**config.mk**
```make
export PLATFORM = sky130hd
export DESIGN_NAME = clock_divider_multi
export DESIGN_NICKNAME = d
export VERILOG_FILES = /design/src/rtl/clock_divider_multi.sv
export SDC_FILE = /design/constraint.sdc
export NUM_CORES = 1
export LEC_CHECK = 0
export CAP_MARGIN = 20
export CORE_UTILIZATION = 30
export CTS_CLUSTER_DIAMETER = 80
export CTS_CLUSTER_SIZE = 28
export DETAILED_ROUTE_END_ITERATION = 6
export HOLD_SLACK_MARGIN = 0.15
export PLACE_DENSITY = 0.44
export SYNTH_ARGS = -nofsm -noshare
export SYNTH_HDL_FRONTEND = slang
export SYNTH_SLANG_ARGS = --single-unit
export TNS_END_PERCENT = 100
```
**constraint.sdc**
```tcl
create_clock -name clk_in -period 6.15 [get_ports clk_in]
set_input_delay 1.23 -clock clk_in [delete_from_list [all_inputs] [get_ports clk_in]]
set_output_delay 1.23 -clock clk_in [all_outputs]
set_load 0.01 [all_outputs]
```
**src/rtl/clock_divider_multi.sv**
```systemverilog
// Multi-channel programmable clock divider with shadowed per-channel config.
// Optional build macro CLKDIV_PHASE_EN enables the per-channel phase offset.

module clock_divider_ch #(
  parameter int DW = 8
) (
  input  logic          clk_in,
  input  logic          rst,
  input  logic          wr_i,
  input  logic          en_i,
  input  logic [DW-1:0] div_i,
  input  logic [DW-1:0] high_i,
  input  logic [DW-1:0] phase_i,
  input  logic          sync_i,
  output logic          clk_o,
  output logic          tick_o,
  output logic          pend_o
);
  logic          en_a_q, en_s_q, pend_q, clk_q, tick_q;
  logic [DW-1:0] div_a_q, high_a_q, div_s_q, high_s_q, cnt_q, cnt_d;
  logic [DW-1:0] div_n, start;
  logic          running, wrap, apply;

  assign running = en_a_q && (div_a_q != '0);
  // div_a-1 only matters while running, where div_a is known nonzero
  assign wrap    = running && (cnt_q == div_a_q - DW'(1));
  assign apply   = pend_q && (sync_i || !running || wrap);
  assign div_n   = apply ? div_s_q : div_a_q;

`ifdef CLKDIV_PHASE_EN
  logic [DW-1:0] phase_a_q, phase_s_q, phase_n;
  assign phase_n = apply ? phase_s_q : phase_a_q;
  assign start   = (phase_n < div_n) ? phase_n : '0;
`else
  logic unused_phase;
  assign unused_phase = ^{phase_i, div_n};
  assign start        = '0;
`endif

  always_comb begin
    cnt_d = cnt_q + DW'(1);
    if (sync_i)        cnt_d = start;
    else if (!running) cnt_d = apply ? start : '0;
    else if (wrap)     cnt_d = pend_q ? start : '0;
  end

  always_ff @(posedge clk_in or posedge rst) begin
    if (rst) begin
      en_a_q <= 1'b0; div_a_q <= '0; high_a_q <= '0;
      en_s_q <= 1'b0; div_s_q <= '0; high_s_q <= '0;
`ifdef CLKDIV_PHASE_EN
      phase_a_q <= '0; phase_s_q <= '0;
`endif
      pend_q <= 1'b0;
      cnt_q  <= '0;
      clk_q  <= 1'b0;
      tick_q <= 1'b0;
    end else begin
      // apply copies the old shadow; a same-cycle write becomes the next pending value
      if (apply) begin
        en_a_q <= en_s_q; div_a_q <= div_s_q; high_a_q <= high_s_q;
`ifdef CLKDIV_PHASE_EN
        phase_a_q <= phase_s_q;
`endif
      end
      if (wr_i) begin
        en_s_q <= en_i; div_s_q <= div_i; high_s_q <= high_i;
`ifdef CLKDIV_PHASE_EN
        phase_s_q <= phase_i;
`endif
      end
      pend_q <= wr_i | (pend_q & ~apply);
      cnt_q  <= cnt_d;
      clk_q  <= running && (cnt_q < high_a_q);
      tick_q <= running && (cnt_q == '0);
    end
  end

  assign clk_o  = clk_q;
  assign tick_o = tick_q;
  assign pend_o = pend_q;
endmodule

module clock_divider_multi #(
  parameter  int NUM_CH    = 4,
  parameter  int DIV_WIDTH = 8,
  localparam int CH_W      = (NUM_CH > 1) ? $clog2(NUM_CH) : 1
) (
  input  logic                 clk_in,
  input  logic                 rst,
  input  logic                 cfg_wr,
  input  logic [CH_W-1:0]      cfg_ch,
  input  logic                 cfg_en,
  input  logic [DIV_WIDTH-1:0] cfg_div,
  input  logic [DIV_WIDTH-1:0] cfg_high,
  input  logic [DIV_WIDTH-1:0] cfg_phase,
  input  logic                 sync,
  output logic [NUM_CH-1:0]    clk_out,
  output logic [NUM_CH-1:0]    tick,
  output logic [NUM_CH-1:0]    cfg_pending
);
  for (genvar i = 0; i < NUM_CH; i++) begin : g_ch
    logic wr;
    // out-of-range cfg_ch matches no instance, so the write is dropped
    assign wr = cfg_wr && (cfg_ch == CH_W'(i));

    clock_divider_ch #(.DW(DIV_WIDTH)) u_ch (
      .clk_in  (clk_in),
      .rst     (rst),
      .wr_i    (wr),
      .en_i    (cfg_en),
      .div_i   (cfg_div),
      .high_i  (cfg_high),
      .phase_i (cfg_phase),
      .sync_i  (sync),
      .clk_o   (clk_out[i]),
      .tick_o  (tick[i]),
      .pend_o  (cfg_pending[i])
    );
  end
endmodule
```
# Word level (Yosys, flattened, before mapping)
# Index checks and enable logic that the tools add are counted.
dict set report word_totals {
  elab_cells 128
  out_inout_bits 12
  input_bits 31
  register_bits 180
}
dict set report classes {
  reduce_logical 45
  n_eq_ne 7
  bitwise 12
  muxes 12
  addsub 8
  magnitude_cmp 4
}
# operator count
set op_table {}
lappend op_table {{8-bit 2-to-1 mux} 12}
lappend op_table {{8-bit by 1-bit adder with 8-bit output (second input constant)} 4}
lappend op_table {{8-bit equality test} 4}
lappend op_table {{8-bit zero test} 4}
lappend op_table {{8-bit less-than comparator} 4}
lappend op_table {{8-bit nonzero test} 4}
lappend op_table {{8-bit by 1-bit subtractor with 8-bit output (second input constant)} 4}
lappend op_table {{1-bit logical AND} 24}
lappend op_table {{1-bit logical OR} 8}
lappend op_table {{1-bit AND} 4}
lappend op_table {{2-bit equality test (second input constant)} 2}
lappend op_table {{1-bit zero test} 4}
lappend op_table {{1-bit inverter} 4}
lappend op_table {{1-bit OR} 4}
lappend op_table {{2-bit by 1-bit equality test with 1-bit output (second input constant)} 1}
lappend op_table {{2-bit zero test} 1}

# Depth between registers and ports, before layout
# Gate-level depths: netlist (run 1).
dict set report logic_depth {
  word_depth 9
  ltp_mapped 10
}

# Hierarchy
# A second synthesis (run 1) with hierarchy kept.
dict set report unflattened {
  hier_cells 724
  hier_area_um2 9036.2
}
# module cells_per_inst seq_area_each_um2 area_per_inst_um2 n_inst
set modules_own_cells {}
lappend modules_own_cells {clock_divider_ch 180 1126.1 2249.7 4}
lappend modules_own_cells {clock_divider_multi 4 0.0 37.5 1}

# Worst setup path before layout (run 1)
# Ideal clock, no wire load.
dict set report synth_timing {
  path_kind {input-to-reg}
  startpoint {in sync}
  endpoint {reg g_ch[3].u_ch.div_a_q[0]}
  cell_stages 6
  slack_ps 3572
  t_arrival_ps 2450
  path_buffers 2
  cell_sequence {or2_2 -> o31ai_1 -> o21ba_2 -> buf_2 -> buf_6 -> mux2_1}
}
dict set report synth_via {
  elab_chain_len 3
}
# element line
set synth_rtl {}
lappend synth_rtl {{start, declared} 97} ;# input logic sync,
lappend synth_rtl {{1-bit logical OR (2 in a row)} 27} ;# assign apply = pend_q && (sync_i || !running || wrap);
lappend synth_rtl {{1-bit logical AND} 27}
lappend synth_rtl {{end signal, assigned} 61} ;# en_a_q <= en_s_q; div_a_q <= div_s_q; high_a_q <= high_s_q;
lappend synth_rtl {{end, declared} 20} ;# logic [DW-1:0] div_a_q, high_a_q, div_s_q, high_s_q, cnt_q, cnt_d;
# Every way passes these cells.
# A chain may end at the register's enable or synchronous reset.

# Final worst setup path (run 1)
dict set report layout_timing {
  startpoint {in sync}
  endpoint {reg g_ch[3].u_ch.high_a_q[7]}
}
dict set report layout_via {
  elab_chain_len 3
}
# element line
set layout_rtl {}
lappend layout_rtl {{1-bit logical OR (2 in a row)} 27}
lappend layout_rtl {{1-bit logical AND} 27}
lappend layout_rtl {{end signal, assigned} 61}
lappend layout_rtl {{end, declared} 20}
# Every way passes these cells.

==> impl_metrics.ini, run 1 <==
[sta]
tightest_slew_ns = 0.892
finalCritPeriodShare = 0.505
rsz0062_at_grt = false
fin_worst_skew_ns = 0.0187
holdWs_ns = 0.494
setup_tns_ns = 0
hold_viol_final = 0
fin_crit_ns = 3.10
fin_ws_ns = 3.05
slew_violations = 0
setup_violations = 0
max_slew_margin = 0.405
clock.fmax_ghz = 0.322

[logic_synthesis]
syn_inst = 812
syn_avg_cell_area_sq_um = 11.5
syn_area_sq_um = 9320
yosysWarningCount = 0
synth_common_cells = dfrtp_1 (180), mux2_2 (94), inv_1 (59)
synth_seq_area_share = 0.483
yosys.area.top_type = dfrtp_1
synth.most_common_cell = dfrtp_1
synthTopCellsByArea = dfrtp_1 (48%), mux2_2 (11%), ha_1 (5.9%), xnor2_1 (3.6%), mux2_4 (3.2%)
synth-edff-count = 0
async_flop_share = 1.00
synth_nets = 887
ys_ff_latch = 180
netlist.area_leader.share = 0.483
ys.flop_type = dfrtp_1
synthDistinctLibCells = 56

[layout]
syn_to_final_growth_pct = 13.9
diodes = 0
drive_gt1_frac = 0.215
final_area_sq_um = 10600
nets = 905
nFillCells = 3088

[global_route]
grt.overflow.total = 0
grt_use_total = 0.144
grt_max_degree = 119
antenna_found_initial = 2
grt_pass1_wl_um = 34300
grt_pass1_vias = 5984

[cts]
clock_latency_ns = 0.44
post_cts_buffers = 0
cts_tree = done
clock-root-buffer = clkbuf_16
path_clk_slew_ns = 0.07
clock_path_buffers = 2
htreeDepth = 4
cts_buffers = 17
hold_buffers = 0
cts_sinks = 180
cts-resized-gates = 0

[detailed_routing]
avgViaCountPerCell = 4.80
num_vias = 5949
final_antenna_net_count = 0
drt_pre_antenna_iters = 4
wire_per_inst_um = 17.1
wl_um = 21200
drc_errors = 0
drtIter0Drc = 255

[setup_path]
cp_max_fo = 16
reg2reg_depth = 9
worst_ep_required_time_ns = 6.46
r2r-end = g_ch[2].u_ch.en_a_q
slowest_stage = clkdlybuf4s50_1
crit_family = buffers and inverters
path_depth = 5
crit_chain = clkdlybuf4s50_1, or2_2, o31ai_1, o21ba_2, mux2_2
end_kind = register
path_buf_inv = 1
worstSetupPathType = in -> reg
cp-start-kind = input port
rrSetupSlack_ns = 3.40
timing.rr.start = g_ch[2].u_ch.div_a_q[0]
cp_slowest_stage_delay_ns = 0.88
crit_arrival_ns = 3.41

[pwr]
powerDensity_nw_per_um2 = 378
leakagePower_nw = 4.64
ir_drop_uv = 202
p_total_mw = 4.02

[worst_hold_path]
min_path_cells = 1
hp-start = g_ch[3].u_ch.div_s_q[0]
hold_path.class = reg -> reg
hold_path_end = g_ch[3].u_ch.div_a_q[0]

[placement]
dp_hpwl_um = 14000
pre_cts_ws_ns = 2.57
place_area_sq_um = 10000
io_buffers = 34
gp_congestion = 0.759

[die]
top_level_ports = 43
die_area_sq_um = 31800
rows = 64
start_util = 0.305
core_area_sq_um = 30600
die_w_um = 178
fp.dieH_um = 178

[outcome]
status = finished clean

[run]
drv_cap = 0
==> sequential cells by signal, indices dropped and copies added (netlist names), 32 cells and up <==
| signal | flops |
|---|---|
| g_ch.u_ch.div_a_q | 32 |
| g_ch.u_ch.div_s_q | 32 |
| g_ch.u_ch.high_s_q | 32 |
| g_ch.u_ch.cnt_q | 32 |
| g_ch.u_ch.high_a_q | 32 |
==> cells in the final DEF, fill, tap and decap left out, types with 5 or more instances in the layout <==
master / netlist / layout
nor3_1: 15 / 15
mux2_4: 20 / 20
inv_1: 59 / 58
clkdlybuf4s50_1: 0 / 34
clkbuf_16: 0 / 17
nor2_1: 49 / 49
nand2_1: 30 / 30
clkinvlp_4: 0 / 6
nand3_1: 44 / 44
o21ai_0: 9 / 9
xnor2_1: 38 / 38
xor2_1: 30 / 30
o22ai_1: 10 / 10
a31oi_1: 21 / 21
o21bai_1: 6 / 6
o311ai_0: 14 / 14
a211o_1: 5 / 5
ha_1: 44 / 44
buf_4: 12 / 8
dfrtp_1: 180 / 180
mux2_2: 94 / 94
o2bb2ai_1: 6 / 6
nor4b_1: 5 / 5
and3_1: 8 / 8
nand2b_1: 5 / 5
a21o_1: 9 / 9
==> worst max path at each step <==
stage,from,end,slack [ns]
after floorplan,rst,g_ch[0].u_ch.clk_o,0.03
after global placement,sync,g_ch[3].u_ch.high_a_q[7],2.61
after detailed placement,sync,g_ch[3].u_ch.high_a_q[7],2.57
after CTS,sync,g_ch[3].u_ch.high_a_q[7],3.02
after global routing,sync,g_ch[3].u_ch.high_a_q[5],2.96
final,sync,g_ch[3].u_ch.high_a_q[7],3.05
==> routing by layer <==
layer  vias to the layer above  share of wire  GRT usage
met5                         -              0          0
met4                         0         0.0092     0.0360
met3                         9          0.025     0.0247
met2                        53           0.47      0.230
met1                      2994           0.50      0.200
li1                       2893              -          -
==> worst register-to-register path: stages, from the launching register on <==
cell and delay [ns]:
dfrtp_1 0.47, inv_1 0.11, ha_1 0.29, o21bai_1 0.19, a211o_1 0.29, o211ai_1 0.10, a22oi_2 0.07, buf_4 0.24
o21ai_1 0.66, o211ai_1 0.17
==> through the flow <==
step           cells  utilization
2_1_floorplan    812            -
3_3_place_gp    1204        0.327
3_5_place_dp    1205        0.327
4_1_cts         1237        0.346
5_1_grt         1239        0.347
6_report        1239        0.347
==> logic make-up after synthesis <==
| logic type | share of synthesized area |
|---|---|
| compound gates | 0.0932 |
| xor+xnor | 0.0639 |
| fa+ha+maj | 0.0591 |
| buf+inv | 0.0502 |
| flops | 0.483 |
| mux | 0.151 |
| simple gates | 0.0989 |
==> area by class of cell <==
class | count | area [sq um] | share of cell area
inverter | 59 | 229 | 0.0216
multi-input combinational | 527 | 4360 | 0.411
timing repair buffer | 45 | 454 | 0.0428
clock inverter | 15 | 146 | 0.0138
clock buffer | 17 | 425 | 0.0401
sequential | 180 | 4500 | 0.424
tap | 396 | 495 | 0.0467
==> power by group <==
group	switching [mW]	leakage, nW	internal, mW
sequential	0.286	2.15	1.49
combinational	0.511	2.23	0.652
clock	0.510	0.263	0.568
(Power assumes the default switching activity.)
==> run 2, diff against run 1 <==
PLACE_DENSITY = 0.42   (was 0.44)
clock period = 2.9 ns   (was 6.15 ns; I/O delays follow)
==> run 2 against run 1 <==
Compared with the run above:
- clock-buffer cell count did not move
- first-iteration DRC count fell by 3.5%
- final area rose by 1.6%
- critical path depth rose by 4
- global-route usage rose by 0.27 points
- largest cell class unchanged
- non-clock buffer count rose by 13
- clock power rose by 120%
- critical endpoint is now g_ch[0].u_ch.high_a_q[7]
- power rose by 120%
==> impl_metrics.ini, run 2 (same netlist as run 1, synthesis figures left out) <==
[outcome]
status = finished clean

[setup_path]
r2r-end = g_ch[0].u_ch.high_a_q[7]
cp-start-kind = register
cp_slowest_stage_delay_ns = 0.45
crit_family = compound AO/OA/AOI/OAI gates
cp_max_fo = 16
end_kind = register
worst_ep_required_time_ns = 3.22
path_depth = 9
rrSetupSlack_ns = 0.38
worstSetupPathType = reg -> reg
reg2reg_depth = 9
timing.rr.start = g_ch[0].u_ch.div_a_q[0]
crit_arrival_ns = 2.84
path_buf_inv = 2
slowest_stage = dfrtp_1
crit_chain = inv_1, ha_1, o21ba_2, a221oi_1, a41o_1, nand2_2, o21ai_4, buf_4, mux2_2

[global_route]
grt_pass1_vias = 6062
grt_use_total = 0.146
grt_max_degree = 52
antenna_found_initial = 2
grt.overflow.total = 0
grt_pass1_wl_um = 34800

[cts]
cts_tree = done
clock-root-buffer = clkbuf_16
hold_buffers = 0
htreeDepth = 4
path_clk_slew_ns = 0.07
clock_latency_ns = 0.43
clock_path_buffers = 2
cts_sinks = 180
cts-resized-gates = 0
cts_buffers = 17
post_cts_buffers = 0

[detailed_routing]
wire_per_inst_um = 17.2
avgViaCountPerCell = 4.78
num_vias = 5982
final_antenna_net_count = 0
wl_um = 21500
drtIter0Drc = 246
drc_errors = 0
drt_pre_antenna_iters = 4

[sta]
setup_tns_ns = 0
tightest_slew_ns = 0.567
setup_violations = 0
rsz0062_at_grt = false
finalCritPeriodShare = 0.869
slew_violations = 0
fin_worst_skew_ns = 0.0145
holdWs_ns = 0.498
max_slew_margin = 0.612
fin_crit_ns = 2.52
clock.fmax_ghz = 0.397
hold_viol_final = 0

[pwr]
ir_drop_uv = 405
p_total_mw = 8.72
leakagePower_nw = 4.73
powerDensity_nw_per_um2 = 808

[die]
start_util = 0.305
die_area_sq_um = 31800
rows = 64
core_area_sq_um = 30600
fp.dieH_um = 178
die_w_um = 178
top_level_ports = 43

[placement]
place_area_sq_um = 10200
gp_congestion = 0.746
dp_hpwl_um = 14700
io_buffers = 34

[layout]
seqCellArea_sq_um = 4500
nets = 918
diodes = 0
drive_gt1_frac = 0.226
final_common_cell = dfrtp_1
multi_input_area_sq_um = 4360
nFillCells = 3090
syn_to_final_growth_pct = 15.7
final_area_sq_um = 10800
layout_common_cells = dfrtp_1 (180), mux2_2 (94), inv_1 (58)

[worst_hold_path]
hold_path.class = reg -> reg
min_path_cells = 1
hold_path_end = g_ch[0].u_ch.div_a_q[3]
hp-start = g_ch[0].u_ch.div_s_q[3]

[run]
drv_cap = 0
==> run 2: final cells by class <==
class	instances	area share
Timing Repair Buffer	58	0.0552
Clock inverter	14	0.0166
Multi-Input combinational cell	527	0.404
Inverter	59	0.0209
Clock buffer	17	0.0394
Tap cell	396	0.0459
Sequential cell	180	0.418
==> run 2: worst register-to-register path, delay by kind of cell, from the launching register on <==
family	cells	cell delay (ns)
buffers and inverters	2	0.40
DFF	1	0.45
and+or+nand+nor	1	0.08
muxes	1	0.38
adders and majority gates	1	0.28
AOI/OAI and AO/OA	4	0.83
==> run 2: how the worst max path moves through the flow <==
stage                       startpoint                        to  slack [ns]
3_5_place_dp   g_ch[1].u_ch.div_a_q[3]  g_ch[1].u_ch.high_a_q[3]        0.35
5_1_grt        g_ch[3].u_ch.div_a_q[0]  g_ch[3].u_ch.high_a_q[5]        0.21
3_3_place_gp   g_ch[1].u_ch.div_a_q[3]  g_ch[1].u_ch.high_a_q[3]        0.33
2_1_floorplan                      rst        g_ch[0].u_ch.clk_o        0.01
6_report       g_ch[0].u_ch.div_a_q[0]  g_ch[0].u_ch.high_a_q[7]        0.38
4_1_cts        g_ch[1].u_ch.div_a_q[3]  g_ch[1].u_ch.high_a_q[3]        0.36
==> run 2: metrics by stage <==
| stage | worst slack [ns] | utilization | cells |
|---|---|---|---|
| global placement | 0.329 | 0.333 | 1220 |
| detailed placement | 0.355 | 0.333 | 1220 |
| global route | 0.213 | 0.353 | 1251 |
| floorplan | 0.0114 | - | 812 |
| CTS | 0.356 | 0.353 | 1251 |
| finish | 0.381 | 0.353 | 1251 |
==> run 2: where the power goes <==
group	total, mW	switching, mW	internal (mW)
Combinational	2.54	1.11	1.43
Sequential	3.76	0.604	3.16
Clock	2.42	1.05	1.36
==> run 2: layer usage <==
| layer | vias to the layer above | routed length [um] | GRT usage |
|---|---|---|---|
| met1 | 2983 | 11200 | 0.207 |
| met4 | 0 | 279 | 0.0466 |
| met2 | 56 | 9640 | 0.227 |
| met5 | - | 0 | 0 |
| li1 | 2929 | - | - |
| met3 | 14 | 431 | 0.0239 |
